--- config.mk ---
export PLATFORM = sky130hd
export DESIGN_NAME = mem_access_ctrl_flat
export DESIGN_NICKNAME = d
export VERILOG_FILES = /design/src/rtl/mem_access_ctrl_pkg.sv /design/src/rtl/mem_access_ctrl_if.sv /design/src/rtl/mem_load_align.sv /design/src/rtl/mem_access_ctrl.sv /design/src/flat_wrapper.sv
export SDC_FILE = /design/constraint.sdc
export NUM_CORES = 1
export LEC_CHECK = 0
export CAP_MARGIN = 20
export CORE_UTILIZATION = 48
export CTS_CLUSTER_DIAMETER = 50
export DETAILED_ROUTE_END_ITERATION = 7
export GPL_TIMING_DRIVEN = 0
export PLACE_DENSITY = 0.83
export SLEW_MARGIN = 15
export SYNTH_ARGS = -nofsm -noshare
export SYNTH_HDL_FRONTEND = slang
export SYNTH_SLANG_ARGS = --single-unit
--- constraint.sdc ---
create_clock -name clk -period 3.8 [get_ports clk]
set_input_delay 0.76 -clock clk [delete_from_list [all_inputs] [get_ports clk]]
set_output_delay 0.76 -clock clk [all_outputs]
set_load 0.005 [all_outputs]
--- src/rtl/mem_access_ctrl_pkg.sv ---
// Shared types and encodings for the MEM-stage data-bus controller.
// Load/store type codes follow the decoder's encoding; size codes follow the bus.
package mem_access_ctrl_pkg;

    typedef enum logic [2:0] {
        LT_NONE = 3'd0,
        LT_LB   = 3'd1,
        LT_LBU  = 3'd2,
        LT_LH   = 3'd3,
        LT_LHU  = 3'd4,
        LT_LW   = 3'd5
    } load_type_e;

    typedef enum logic [1:0] {
        ST_NONE = 2'd0,
        ST_SB   = 2'd1,
        ST_SH   = 2'd2,
        ST_SW   = 2'd3
    } store_type_e;

    typedef enum logic [2:0] {
        S_IDLE      = 3'd0,
        S_REQ       = 3'd1,
        S_WAIT_DATA = 3'd2,
        S_DONE      = 3'd3,
        S_CANCEL    = 3'd4
    } state_e;

    localparam logic [1:0] SZ_BYTE = 2'd0;
    localparam logic [1:0] SZ_HALF = 2'd1;
    localparam logic [1:0] SZ_WORD = 2'd2;

    function automatic logic [1:0] load_size(load_type_e lt);
        case (lt)
            LT_LB, LT_LBU: return SZ_BYTE;
            LT_LH, LT_LHU: return SZ_HALF;
            default:       return SZ_WORD;
        endcase
    endfunction

endpackage

--- src/rtl/mem_access_ctrl_if.sv ---
// SRAM-like data bus between the MEM stage controller (master) and the
// data cache / bus bridge (slave).
interface mem_access_ctrl_if #(
    parameter int ADDR_WIDTH = 32
);
    logic                  data_req;
    logic                  data_wr;
    logic [1:0]            data_size;
    logic [ADDR_WIDTH-1:0] data_addr;
    logic [31:0]           data_wdata;
    logic [3:0]            data_wstrb;
    logic                  data_addr_ok;
    logic                  data_data_ok;
    logic [31:0]           data_rdata;

    modport master (
        output data_req, data_wr, data_size, data_addr, data_wdata, data_wstrb,
        input  data_addr_ok, data_data_ok, data_rdata
    );

    modport slave (
        input  data_req, data_wr, data_size, data_addr, data_wdata, data_wstrb,
        output data_addr_ok, data_data_ok, data_rdata
    );
endinterface

--- src/rtl/mem_load_align.sv ---
// Selects the addressed byte/half of a raw read word and sign/zero-extends it.
module mem_load_align
    import mem_access_ctrl_pkg::*;
(
    input  logic [31:0] rdata,
    input  logic [1:0]  addr_lo,
    input  load_type_e  load_type,
    output logic [31:0] result
);

    logic [7:0]  byte_sel;
    logic [15:0] half_sel;

    always_comb begin
        case (addr_lo)
            2'd0:    byte_sel = rdata[7:0];
            2'd1:    byte_sel = rdata[15:8];
            2'd2:    byte_sel = rdata[23:16];
            default: byte_sel = rdata[31:24];
        endcase
        half_sel = addr_lo[1] ? rdata[31:16] : rdata[15:0];

        case (load_type)
            LT_LB:   result = {{24{byte_sel[7]}}, byte_sel};
            LT_LBU:  result = {24'd0, byte_sel};
            LT_LH:   result = {{16{half_sel[15]}}, half_sel};
            LT_LHU:  result = {16'd0, half_sel};
            default: result = rdata;
        endcase
    end

endmodule

--- src/rtl/mem_access_ctrl.sv ---
// MEM-stage load/store controller: issues one bus transaction per instruction,
// stalls the pipeline until it completes, and returns extended load data.
//
//  state     | meaning
//  ----------+-------------------------------------------------------------
//  IDLE      | no access in flight; a valid load/store starts one
//  REQ       | data_req held with captured fields until data_addr_ok
//  WAIT_DATA | accepted, waiting for data_data_ok
//  DONE      | result available, held until the stage advances or flushes
//  CANCEL    | flushed after acceptance; swallow the outstanding data_ok
module mem_access_ctrl
    import mem_access_ctrl_pkg::*;
#(
    parameter int ADDR_WIDTH = 32
) (
    input  logic        clk,
    input  logic        rst,
    input  logic        MEM_Valid,
    input  logic [31:0] MEM_ALUOut,
    input  logic [31:0] MEM_OutB,
    input  logic [2:0]  MEM_LoadType,
    input  logic [1:0]  MEM_StoreType,
    input  logic        MEM_ExceptValid,
    input  logic        MEM_Flush,
    input  logic        MEM_Adv,
    mem_access_ctrl_if.master bus,
    output logic        MEM_Stall,
    output logic [31:0] MEM_LoadData,
    output logic        MEM_LoadValid
);

    state_e state, state_nxt;

    logic                  start;
    logic                  is_store;
    logic                  flush_pend, pend_nxt;
    logic                  killed;
    logic                  latch_load;

    logic [1:0]            enc_size;
    logic [31:0]           enc_wdata;
    logic [3:0]            enc_wstrb;

    logic [ADDR_WIDTH-1:0] cap_addr;
    logic [1:0]            cap_size;
    logic                  cap_wr;
    logic [31:0]           cap_wdata;
    logic [3:0]            cap_wstrb;
    load_type_e            cap_lt;

    logic [31:0]           aligned;

    assign is_store = (store_type_e'(MEM_StoreType) != ST_NONE);
    assign start    = MEM_Valid & ((load_type_e'(MEM_LoadType) != LT_NONE) | is_store)
                      & ~MEM_ExceptValid & ~MEM_Flush;
    // A flush seen while the request is still unaccepted must outlive its pulse.
    assign killed   = flush_pend | MEM_Flush;

    always_comb begin
        enc_size  = load_size(load_type_e'(MEM_LoadType));
        enc_wdata = MEM_OutB;
        enc_wstrb = 4'h0;
        case (store_type_e'(MEM_StoreType))
            ST_SB: begin
                enc_size  = SZ_BYTE;
                enc_wdata = {4{MEM_OutB[7:0]}};
                enc_wstrb = 4'b0001 << MEM_ALUOut[1:0];
            end
            ST_SH: begin
                enc_size  = SZ_HALF;
                enc_wdata = {2{MEM_OutB[15:0]}};
                enc_wstrb = 4'b0011 << {MEM_ALUOut[1], 1'b0};
            end
            ST_SW: begin
                enc_size  = SZ_WORD;
                enc_wdata = MEM_OutB;
                enc_wstrb = 4'hF;
            end
            default: ;
        endcase
    end

    always_comb begin
        state_nxt  = state;
        pend_nxt   = 1'b0;
        latch_load = 1'b0;
        case (state)
            S_IDLE: if (start) state_nxt = S_REQ;
            S_REQ: begin
                if (bus.data_addr_ok) begin
                    if (bus.data_data_ok) begin
                        if (killed) begin
                            state_nxt = S_IDLE;
                        end else begin
                            state_nxt  = S_DONE;
                            latch_load = 1'b1;
                        end
                    end else begin
                        state_nxt = killed ? S_CANCEL : S_WAIT_DATA;
                    end
                end else begin
                    pend_nxt = killed;
                end
            end
            S_WAIT_DATA: begin
                if (bus.data_data_ok) begin
                    if (MEM_Flush) begin
                        state_nxt = S_IDLE;
                    end else begin
                        state_nxt  = S_DONE;
                        latch_load = 1'b1;
                    end
                end else if (MEM_Flush) begin
                    state_nxt = S_CANCEL;
                end
            end
            S_DONE:   if (MEM_Flush || MEM_Adv) state_nxt = S_IDLE;
            S_CANCEL: if (bus.data_data_ok) state_nxt = S_IDLE;
            default:  state_nxt = S_IDLE;
        endcase
    end

    always_ff @(posedge clk or negedge rst) begin
        if (!rst) begin
            state        <= S_IDLE;
            flush_pend   <= 1'b0;
            cap_addr     <= '0;
            cap_size     <= '0;
            cap_wr       <= 1'b0;
            cap_wdata    <= '0;
            cap_wstrb    <= '0;
            cap_lt       <= LT_NONE;
            MEM_LoadData <= '0;
        end else begin
            state      <= state_nxt;
            flush_pend <= pend_nxt;
            if (state == S_IDLE && start) begin
                cap_addr  <= MEM_ALUOut[ADDR_WIDTH-1:0];
                cap_size  <= enc_size;
                cap_wr    <= is_store;
                cap_wdata <= enc_wdata;
                cap_wstrb <= enc_wstrb;
                cap_lt    <= is_store ? LT_NONE : load_type_e'(MEM_LoadType);
            end
            if (latch_load && cap_lt != LT_NONE) MEM_LoadData <= aligned;
        end
    end

    mem_load_align u_align (
        .rdata     (bus.data_rdata),
        .addr_lo   (cap_addr[1:0]),
        .load_type (cap_lt),
        .result    (aligned)
    );

    assign bus.data_req   = (state == S_REQ);
    assign bus.data_wr    = cap_wr;
    assign bus.data_size  = cap_size;
    assign bus.data_addr  = cap_addr;
    assign bus.data_wdata = cap_wdata;
    assign bus.data_wstrb = cap_wstrb;

    // Gated by reset so the stall is low while reset is held even if start is up.
    assign MEM_Stall = rst & (((state == S_IDLE) & start) | (state == S_REQ)
                              | (state == S_WAIT_DATA) | (state == S_CANCEL));
    assign MEM_LoadValid = (state == S_DONE) & (cap_lt != LT_NONE);

endmodule

--- src/flat_wrapper.sv ---
// flat-port wrapper written by rule: the top's interface ports become plain ports
module mem_access_ctrl_flat import mem_access_ctrl_pkg::*;
#(
    parameter int ADDR_WIDTH = 32
)
  (clk, rst, MEM_Valid, MEM_ALUOut, MEM_OutB, MEM_LoadType, MEM_StoreType, MEM_ExceptValid, MEM_Flush, MEM_Adv, MEM_Stall, MEM_LoadData, MEM_LoadValid, bus_data_req, bus_data_wr, bus_data_size, bus_data_addr, bus_data_wdata, bus_data_wstrb, bus_data_addr_ok, bus_data_data_ok, bus_data_rdata);
  mem_access_ctrl_if #(.ADDR_WIDTH(ADDR_WIDTH)) bus_i ();
  input  logic clk;
  input  logic rst;
  input  logic MEM_Valid;
  input  logic [31:0] MEM_ALUOut;
  input  logic [31:0] MEM_OutB;
  input  logic [2:0] MEM_LoadType;
  input  logic [1:0] MEM_StoreType;
  input  logic MEM_ExceptValid;
  input  logic MEM_Flush;
  input  logic MEM_Adv;
  output logic MEM_Stall;
  output logic [31:0] MEM_LoadData;
  output logic MEM_LoadValid;
  output wire logic [$bits(bus_i.data_req)-1:0] bus_data_req;
  output wire logic [$bits(bus_i.data_wr)-1:0] bus_data_wr;
  output wire logic [$bits(bus_i.data_size)-1:0] bus_data_size;
  output wire logic [$bits(bus_i.data_addr)-1:0] bus_data_addr;
  output wire logic [$bits(bus_i.data_wdata)-1:0] bus_data_wdata;
  output wire logic [$bits(bus_i.data_wstrb)-1:0] bus_data_wstrb;
  input wire logic [$bits(bus_i.data_addr_ok)-1:0] bus_data_addr_ok;
  input wire logic [$bits(bus_i.data_data_ok)-1:0] bus_data_data_ok;
  input wire logic [$bits(bus_i.data_rdata)-1:0] bus_data_rdata;
  assign bus_data_req = bus_i.data_req;
  assign bus_data_wr = bus_i.data_wr;
  assign bus_data_size = bus_i.data_size;
  assign bus_data_addr = bus_i.data_addr;
  assign bus_data_wdata = bus_i.data_wdata;
  assign bus_data_wstrb = bus_i.data_wstrb;
  assign bus_i.data_addr_ok = bus_data_addr_ok;
  assign bus_i.data_data_ok = bus_data_data_ok;
  assign bus_i.data_rdata = bus_data_rdata;
  mem_access_ctrl #(.ADDR_WIDTH(ADDR_WIDTH)) u_core (.clk(clk), .rst(rst), .MEM_Valid(MEM_Valid), .MEM_ALUOut(MEM_ALUOut), .MEM_OutB(MEM_OutB), .MEM_LoadType(MEM_LoadType), .MEM_StoreType(MEM_StoreType), .MEM_ExceptValid(MEM_ExceptValid), .MEM_Flush(MEM_Flush), .MEM_Adv(MEM_Adv), .bus(bus_i), .MEM_Stall(MEM_Stall), .MEM_LoadData(MEM_LoadData), .MEM_LoadValid(MEM_LoadValid));
endmodule
==> results.md, run 1 <==
- Clk Latency, worst-skew pair: 0.36 ns
- Clock share of power: 15.5%
- Number of maximum-capacitance violations: 0
- Net count, final: 989
- Proportion of power drawn by flip-flops and latches: 34.5%
- Multi-input gate area: 0.00264 sq mm
- Type of the most critical hold path: input pin to async pin
- IR drop worst, VDD: 0.000417 V
- Post-synth design cell area: 0.00570 sq mm
- Ys async rst share: 100%
- First-pass GRT wire length: 29700 microns
- Post-CTS Setup Bufs: 0
- Kind of capture point of the worst setup path: output port
- Number of hold buffers added after CTS: 0
- Internal power: 0.00373 W
- Number of non-filler instances in the completed layout: 1024
- Total setup violations reported at the end of the flow: 0
- Routed vias/inst: 5.76
- PortBufs: 214
- Clock sink count: 110
- Number of synthesized register bits: 110
- Depth of the worst register-to-register path: 6
- Post-placement setup slack: 0.238 ns
- Detailed-route wire length per cell: 18.0 microns
- Die Ht: 111 microns
- Final RePlAce weighted congestion: 0.919
- Floorplan Core Area: 0.0115 sq mm
- Yosys synthesis warning count: 0
- Hold Vio Cnt, Final: 0
- Overall overflow remaining after global route: 0
- Number of enable flip-flop cells after synthesis: 0
- Pin slew with the least headroom to its limit: 0.785 ns
- Leak: 3.67 nW
- WP data arrival: 2.78 ns
- Unrepaired setup endpoints after global routing: no
- DRT Wirelength: 18400 microns
- Worst setup slack after layout: 0.257 ns
- TritonCTS Buffers: 9
- Kind of launch point of the worst setup path: input pin
- Minimum clock period: 3.54 ns
- Area growth from synthesis to layout: 46.2%
- Number of inserted diodes: 0
- First-pass iteration count of the detailed router: 5
- Ports: 215
- GR Util All Layers: 30.6%
- Number of remaining DRC errors: 0
- Iteration-0 DRC count of the detailed router: 403
- Initial Utilization: 49.7%
- Root buffer cell: sky130_fd_sc_hd__clkbuf_16
- CTS resizes: 0
- Clock tree buffer depth: 2
- Initial antenna violation count: 0
- Average cell area after synthesis: 8.76 sq um
- Chip width: 111 microns
- Max Freq: 0.282 GHz
- Top fanout value on the critical path: 7
- Number of placement rows: 39
- Via count of the routed design: 5900
- Switching power as a share of total power: 36.4%
- Post-synth top flop: sky130_fd_sc_hd__dfrtp_1
- Final number of max-transition violations: 0
- Outcome: finished clean
- Share of final-layout standard cells stronger than drive strength 1: 8.29%
- Dpl cells: 1008
- CTS tree: yes
- Path type of the worst setup path: input pin to output port
- Synthesized net count: 763
- Distinct cells, synth: 53
- Most common cell after layout, fill and taps aside: sky130_fd_sc_hd__clkdlybuf4s50_1
- Vias in the first global route: 5914
- Placed wire-length estimate: 14200 microns
- Max Clock Skew: 0.00528 ns
- Post-synthesis instance total: 650
- Required time of the critical path: 3.04 ns
- Total of fill cells in the finished design: 863
- Sequential-to-total area share from yosys stat: 48.3%
- Psw: 0.00214 W
- Maximum number of pins on one net before global-route repair: 70
- Power per cell area: 705 mW/mm^2
- Total Die Area: 0.0123 sq mm
- Post-route fraction of the period consumed by the critical path: 93.2%
- Number of nets still failing antenna checks after routing: 0
- Sequential cell area: 0.00275 sq mm
- Number of H-tree branching levels: 3
- Clock transition at the registers of the reported paths: 0.07 ns
- Worst slew margin: 47.3%
- Final hold slack: 0.315 ns
- Commonest cells after routing, fill and taps aside: sky130_fd_sc_hd__clkdlybuf4s50_1 (213), sky130_fd_sc_hd__nand2_1 (205), sky130_fd_sc_hd__dfrtp_1 (110)
- Gate power share: 50.0%
==> metal layers <==
metal	wire, microns	vias to the layer above	track usage (%)
li1	-	2716	-
met1	7100	2807	36.7
met5	0	-	0
met2	8900	326	50.9
met4	670	0	14.0
met3	1730	51	8.86
==> power by group through the flow <==
stage / combinational (W) / clock, W / sequential, W
2_1_floorplan: 0.00132 / 0 / 0.00203
3_3_place_gp: 0.00285 / 0 / 0.00201
3_5_place_dp: 0.00292 / 0 / 0.00204
4_1_cts: 0.00294 / 0.000921 / 0.00202
5_1_grt: 0.00321 / 0.000967 / 0.00209
6_report: 0.00294 / 0.000911 / 0.00203
==> metrics by stage <==
step	cell area (sq um)	util (%)	setup TNS, ns	power (W)
after global routing	8330	72.6	0	0.00627
final	8330	72.6	0	0.00587
after global placement	8020	69.9	-244.75	0.00486
after CTS	8330	72.6	0	0.00588
after detailed placement	8050	70.2	0	0.00496
after floorplan	5700	-	0	0.00335
==> cells by family after synthesis <==
group / after synthesis / share of synthesized area, %
AOI/OAI and AO/OA: 187 / 20.4
xor gates and xnor gates: 2 / 0.308
adders and majority gates: 4 / 0.879
buffers and inverters: 53 / 5.25
DFF: 110 / 48.3
muxes: 17 / 4.55
and+or+nand+nor: 277 / 20.3
==> worst paths after layout <==
| path | start | end | slack [ns] |
|---|---|---|---|
| max | MEM_StoreType[0] | MEM_Stall | 0.26 |
| min | rst | u_core.MEM_LoadData[10] | 0.31 |
| max reg2reg | u_core.cap_lt[1] | u_core.MEM_LoadData[24] | 1.71 |
| min reg2reg | u_core.bus.data_addr[24] | u_core.bus.data_addr[24] | 0.48 |
| max in group asynchronous | rst | u_core.bus.data_addr[26] | 2.82 |
| min in group clk | u_core.bus.data_addr[24] | u_core.bus.data_addr[24] | 0.48 |
==> Yosys cell counts (8+ instances only) <==
master	instances	area [sq um]
sky130_fd_sc_hd__nand2_1	205	769
sky130_fd_sc_hd__dfrtp_1	110	2750
sky130_fd_sc_hd__o21ai_0	71	355
sky130_fd_sc_hd__nor2_1	29	109
sky130_fd_sc_hd__a21oi_1	28	140
sky130_fd_sc_hd__a31oi_1	18	113
sky130_fd_sc_hd__buf_2	17	85.1
sky130_fd_sc_hd__a22oi_1	16	120
sky130_fd_sc_hd__clkbuf_1	16	60.1
sky130_fd_sc_hd__o21ai_1	13	65.1
sky130_fd_sc_hd__nand3_1	12	60.1
sky130_fd_sc_hd__buf_6	9	101
sky130_fd_sc_hd__mux2i_1	9	90.1
sky130_fd_sc_hd__nor2b_1	9	56.3
sky130_fd_sc_hd__inv_1	8	30.0
sky130_fd_sc_hd__o22ai_1	8	50.1
==> sequential cells by signal, summed over array words and instances (netlist names) <==
signal                 flops
u_core.flush_pend          1
u_core.bus.data_wdata     32
u_core.MEM_LoadData       32
u_core.bus.data_addr      32
u_core.state               3
u_core.cap_lt              3
u_core.bus.data_wstrb      4
u_core.bus.data_wr         1
u_core.bus.data_size       2
==> critical path, stage by stage <==
cell and delay (ns):
sky130_fd_sc_hd__clkdlybuf4s50_1 0.52, sky130_fd_sc_hd__inv_1 0.08, sky130_fd_sc_hd__ha_1 0.28, sky130_fd_sc_hd__a31oi_4 0.33, sky130_fd_sc_hd__nor2_1 0.08, sky130_fd_sc_hd__a21boi_0 0.19, sky130_fd_sc_hd__clkdlybuf4s50_1 0.53
==> final cells by class <==
class / instances / share of cell area [%]
multi-input cells: 487 / 31.8
inverters: 8 / 0.361
clock inverters: 7 / 0.661
plain buffers: 45 / 3.23
well taps: 143 / 2.15
repair buffers: 215 / 26.1
clock buffers: 9 / 2.71
flip-flops and latches: 110 / 33.1
No activity file was read; power rests on OpenSTA's default activity.
==> inputs of run 2 (changes only) <==
Settings changed: CORE_UTILIZATION 48 to 45, PLACE_DENSITY 0.83 to 0.78, SETUP_SLACK_MARGIN from default to 0.4, TNS_END_PERCENT from default to 30.
Clock period 3.8 ns to 3.5 ns, I/O delays scaled along.
==> run 2 against run 1 <==
Compared with the run above: global-route usage fell by 1.2 points; clock power rose by 17%; sequential cell count unchanged; cell count up 2.7%; first-iteration DRC count is 1.7% higher; sequential share of layout area shrank 0.33 points.
==> results.md, run 2 (synthesis gave the netlist of run 1 again) <==
- Power per cell area: 767 mW/mm^2
- Routed vias/inst: 5.49
- Max Clock Skew: 0.00571 ns
- Clock transition at the registers of the reported paths: 0.08 ns
- Combined buffer and inverter count along the critical path: 2
- Path type of the worst setup path: input pin to output port
- Beginning of the critical path: MEM_ExceptValid
- Kind of cell adding the most delay to the critical path: buffers and inverters
- Area growth from synthesis to layout: 47.7%
- Number of hold buffers added after CTS: 0
- Detailed-route wire length per cell: 17.8 microns
- Maximum number of pins on one net before global-route repair: 77
- Kind of launch point of the worst setup path: input pin
- Ports: 215
- Clock tree buffer depth: 2
- Logic depth of the worst setup path including buffers: 7
- Hold Vio Cnt, Final: 0
- Most common cell after layout, fill and taps aside: sky130_fd_sc_hd__clkdlybuf4s50_1
- Startpoint of the lowest-slack register-to-register path: u_core.state[1]
- Commonest cells after routing, fill and taps aside: sky130_fd_sc_hd__clkdlybuf4s50_1 (212), sky130_fd_sc_hd__nand2_1 (205), sky130_fd_sc_hd__dfrtp_1 (110)
- Initial Utilization: 46.8%
- Final number of max-transition violations: 0
- Number of placement rows: 40
- Crit path capture: MEM_Stall
- Number of remaining DRC errors: 0
- First-pass iteration count of the detailed router: 5
- Dpl cells: 1033
- Overall power after layout: 0.00645 W
- Share of final-layout standard cells stronger than drive strength 1: 8.71%
- Post-route fraction of the period consumed by the critical path: 85.0%
- Crit path largest cell delay: 0.42 ns
- Floorplan Core Area: 0.0122 sq mm
- Worst slew margin: 47.6%
- IR drop worst, VDD: 0.000390 V
- TritonCTS Buffers: 9
- Total Die Area: 0.0131 sq mm
- Cell with the largest stage delay on the worst path: sky130_fd_sc_hd__clkdlybuf4s50_1
- Pin slew with the least headroom to its limit: 0.787 ns
- Chip width: 115 microns
- Total setup violations reported at the end of the flow: 0
- Required time of the critical path: 2.80 ns
- Initial antenna violation count: 0
- Net count, final: 992
- Outcome: finished clean
- Leak: 3.70 nW
- GR Util All Layers: 29.4%
- Placed wire-length estimate: 14100 microns
- Root buffer cell: sky130_fd_sc_hd__clkbuf_16
- Clk Latency, worst-skew pair: 0.35 ns
- Endpoint of the worst-slack reg-to-reg timing path: u_core.bus.data_wdata[29]
- Type of the most critical hold path: input pin to async pin
- Clock sink count: 110
- DRT Wirelength: 18800 microns
- Minimum clock period: 2.97 ns
- Number of non-filler instances in the completed layout: 1052
- Iteration-0 DRC count of the detailed router: 410
- Via count of the routed design: 5778
- Max Freq: 0.336 GHz
- Depth of the worst register-to-register path: 8
- Final RePlAce weighted congestion: 0.915
- First-pass GRT wire length: 29600 microns
- Number of maximum-capacitance violations: 0
- Die Ht: 115 microns
- Number of H-tree branching levels: 3
- PortBufs: 214
- CTS tree: yes
- WP data arrival: 2.27 ns
- Top fanout value on the critical path: 2
- Overall overflow remaining after global route: 0
- Post-layout utilization of the core: 69.2%
- Number of nets still failing antenna checks after routing: 0
- Vias in the first global route: 5863
- Reg-to-reg slack, setup: 1.40 ns
- Number of inserted diodes: 0
- Unrepaired setup endpoints after global routing: no
- Kind of capture point of the worst setup path: output port
- Sequence of cells on the critical path: clkdlybuf4s50_1, nor4b_2, nand2_2, a31oi_4, nor2_1, a21boi_0, dlygate4sd2_1
-- run 2: layout make-up --
type                            count  area (sq um)
Fill cell                         992          3750
Sequential cell                   110          2750
Multi-Input combinational cell    487          2650
Timing Repair Buffer              218          2190
Buffer                             45           269
Clock buffer                        9           225
Tap cell                          168           210
Clock inverter                      7          85.1
Inverter                            8          30.0
-- run 2: report_power, final --
group / internal, W / switching, W / total [W]
clock network: 0.000566 / 0.000507 / 0.00107
logic: 0.00172 / 0.00147 / 0.00319
registers: 0.00184 / 0.000348 / 0.00219
-- run 2: per-layer routing --
metal / part of all wire, % / vias up / wire length [microns] / track usage, %
met5: 0 / - / 0 / 0
li1: - / 2708 / - / -
met2: 50 / 264 / 9420 / 51.8
met4: 1.5 / 0 / 280 / 7.79
met1: 40 / 2777 / 7460 / 35.1
met3: 8.6 / 29 / 1610 / 8.47
-- run 2: worst min path at each step --
stage	slack (ns)	cells past startpoint	to
2_1_floorplan	0.40	0	u_core.MEM_LoadData[0]
3_3_place_gp	0.46	2	u_core.bus.data_addr[18]
3_5_place_dp	0.46	2	u_core.bus.data_addr[22]
4_1_cts	0.24	1	u_core.state[0]
5_1_grt	0.26	1	u_core.state[2]
6_report	0.24	1	u_core.state[0]
-- run 2: what timing repair did --
action / in CTS / in global routing
endpoints found under the setup margin: 1 / 0
gates resized for setup: 2 / 0
setup buffers: 3 / 0
-- run 2: worst reg2reg max path, cell delays in order, from the launching register on --
cell                       delay, ns
sky130_fd_sc_hd__dfrtp_1        0.48
sky130_fd_sc_hd__nor4b_2        0.33
sky130_fd_sc_hd__nand2_2        0.14
sky130_fd_sc_hd__buf_4          0.16
sky130_fd_sc_hd__buf_4          0.14
sky130_fd_sc_hd__a31o_4         0.23
sky130_fd_sc_hd__clkbuf_1       0.26
sky130_fd_sc_hd__nand2_1        0.15
sky130_fd_sc_hd__o21ai_0        0.09
-- run 2: per-stage QoR --
step / setup WS, ns / TNS [ns] / area [sq um] / hold WS [ns]
after detailed placement: 0.0684 / 0 / 8080 / 0.462
after floorplan: 1.28 / 0 / 5700 / 0.404
after global placement: -2.91 / -276.12 / 8050 / 0.459
after global routing: 0.416 / 0 / 8410 / 0.256
after CTS: 0.500 / 0 / 8410 / 0.244
final: 0.526 / 0 / 8410 / 0.235
==> inputs of run 3 (changes only) <==
Settings changed: CORE_UTILIZATION 45 to 40, PLACE_DENSITY 0.78 to 0.74.
Clock period 3.5 ns to 2.45 ns, I/O delays scaled along.
==> run 3 against run 2 <==
Compared with the run above: clock skew increased by 0.0034 ns; critical path depth shrank 1; utilization fell by 8.0 points; sequential cell count did not move; global-route usage shrank 3.9 points; sequential share of layout area decreased by 0.29 points; cell count is 1.5% higher; total power rose by 44%; critical path type is now flip-flop to output port; largest power group unchanged; highest routed layer is now met5.
==> results.md, run 3 (synthesis gave the netlist of run 1 again) <==
- Type of the most critical hold path: input pin to async pin
- Number of placement rows: 43
- Worst setup slack after layout: 0.250 ns
- Placed wire-length estimate: 13600 microns
- Kind of capture point of the worst setup path: output port
- Chip width: 121 microns
- Clock transition at the registers of the reported paths: 0.07 ns
- Number of nets still failing antenna checks after routing: 0
- Final total negative setup slack: 0 ns
- Sequential cell area: 0.00275 sq mm
- Pin slew with the least headroom to its limit: 0.748 ns
- Post-placement setup slack: -0.566 ns
- DRT Wirelength: 18400 microns
- Initial Utilization: 41.0%
- Area growth from synthesis to layout: 49.1%
- Total Die Area: 0.0147 sq mm
- Total setup violations reported at the end of the flow: 0
- Overall overflow remaining after global route: 0
- Iteration-0 DRC count of the detailed router: 475
- Vias in the first global route: 5536
- Top fanout value on the critical path: 5
- Minimum clock period: 2.20 ns
- Worst slew margin: 50.2%
- Number of H-tree branching levels: 3
- Unrepaired setup endpoints after global routing: yes
- Final number of max-transition violations: 0
- Leak: 3.74 nW
- Routed vias/inst: 5.38
- Via count of the routed design: 5741
- IR drop worst, VDD: 0.000534 V
- GR Util All Layers: 25.5%
- Hold Vio Cnt, Final: 0
- Ports: 215
- Net count, final: 996
- PortBufs: 214
- First-pass iteration count of the detailed router: 5
- Reg-to-reg slack, setup: 0.41 ns
- Maximum number of pins on one net before global-route repair: 79
- Kind of launch point of the worst setup path: flip-flop
- Clk Latency, worst-skew pair: 0.36 ns
- Share of final-layout standard cells stronger than drive strength 1: 10.0%
- Root buffer cell: sky130_fd_sc_hd__clkbuf_16
- Floorplan Core Area: 0.0139 sq mm
- Path type of the worst setup path: flip-flop to output port
- CTS tree: yes
- TritonCTS Buffers: 9
- Initial antenna violation count: 2
- Clock tree buffer depth: 2
- Post-DP Area: 0.00809 sq mm
- Commonest cells after routing, fill and taps aside: sky130_fd_sc_hd__nand2_1 (205), sky130_fd_sc_hd__clkdlybuf4s50_1 (205), sky130_fd_sc_hd__dfrtp_1 (109)
- Max Freq: 0.455 GHz
- Max Clock Skew: 0.00910 ns
- Detailed-route wire length per cell: 17.2 microns
- Power per cell area: 1090 mW/mm^2
- Dpl cells: 1045
- Number of maximum-capacitance violations: 0
- WP data arrival: 1.71 ns
- Multi-input gate area: 0.00270 sq mm
- Required time of the critical path: 1.96 ns
- Number of remaining DRC errors: 0
- Clock sink count: 110
- Post-layout utilization of the core: 61.2%
- Die Ht: 121 microns
- Summed area of non-filler cells in the final layout: 0.00849 sq mm
- Post-route fraction of the period consumed by the critical path: 89.8%
- First-pass GRT wire length: 28700 microns
- Total of fill cells in the finished design: 1237
- Final RePlAce weighted congestion: 0.881
- Number of non-filler instances in the completed layout: 1068
- Outcome: finished clean
run 3: metal layers:
layer / vias up / global-route usage (%) / wire length (microns)
met3: 36 / 8.27 / 2020
met1: 2697 / 30.6 / 7230
li1: 2725 / - / -
met2: 281 / 42.6 / 8720
met4: 2 / 9.26 / 420
met5: - / 0 / 10
run 3: what timing repair did:
action / CTS / global route
hold buffers: 0 / 0
setup endpoints to repair: 15 / 43
hold endpoints to repair: 0 / 0
resized for setup: 24 / 5
buffers inserted: 6 / 1
pin swaps: 6 / 1
run 3: final timing paths:
check                                        start                  endpoint  cells past startpoint
min reg2reg                u_core.bus.data_addr[4]   u_core.bus.data_addr[4]                      2
max                                u_core.state[1]                 MEM_Stall                      6
min in group clk                  bus_data_data_ok           u_core.state[2]                      2
min                                            rst   u_core.MEM_LoadData[12]                      1
max reg2reg                u_core.bus.data_addr[0]    u_core.MEM_LoadData[0]                      6
max in group asynchronous                      rst  u_core.bus.data_addr[21]                      2
run 3: critical path, cell delays in order, from the launching register on:
cell and delay (ns):
sky130_fd_sc_hd__dfrtp_2 0.46, sky130_fd_sc_hd__nor4b_4 0.29, sky130_fd_sc_hd__nand2_2 0.12, sky130_fd_sc_hd__a31oi_4 0.17
sky130_fd_sc_hd__nor2_1 0.06, sky130_fd_sc_hd__a21boi_1 0.12, sky130_fd_sc_hd__buf_2 0.13
run 3: power by group:
group,switching (W),internal (W),total (W)
logic,0.00212,0.00254,0.00466
clock network,0.000686,0.000797,0.00148
registers,0.000484,0.00263,0.00311
run 3: area by class of cell:
| cell class | instances | area share (%) |
|---|---|---|
| clock inverters | 4 | 0.648 |
| plain buffers | 45 | 3.21 |
| well taps | 180 | 2.65 |
| clock buffers | 11 | 2.74 |
| multi-input cells | 487 | 31.8 |
| flip-flops and latches | 110 | 32.4 |
| repair buffers | 222 | 26.1 |
| inverters | 8 | 0.354 |
| diodes | 1 | 0.0295 |
run 3: per-stage QoR:
step	hold slack, ns	total power (W)
2_1_floorplan	0.194	0.00519
3_3_place_gp	0.457	0.00757
3_5_place_dp	0.403	0.00766
4_1_cts	0.0202	0.00925
5_1_grt	0.0309	0.00991
6_report	0.0116	0.00926
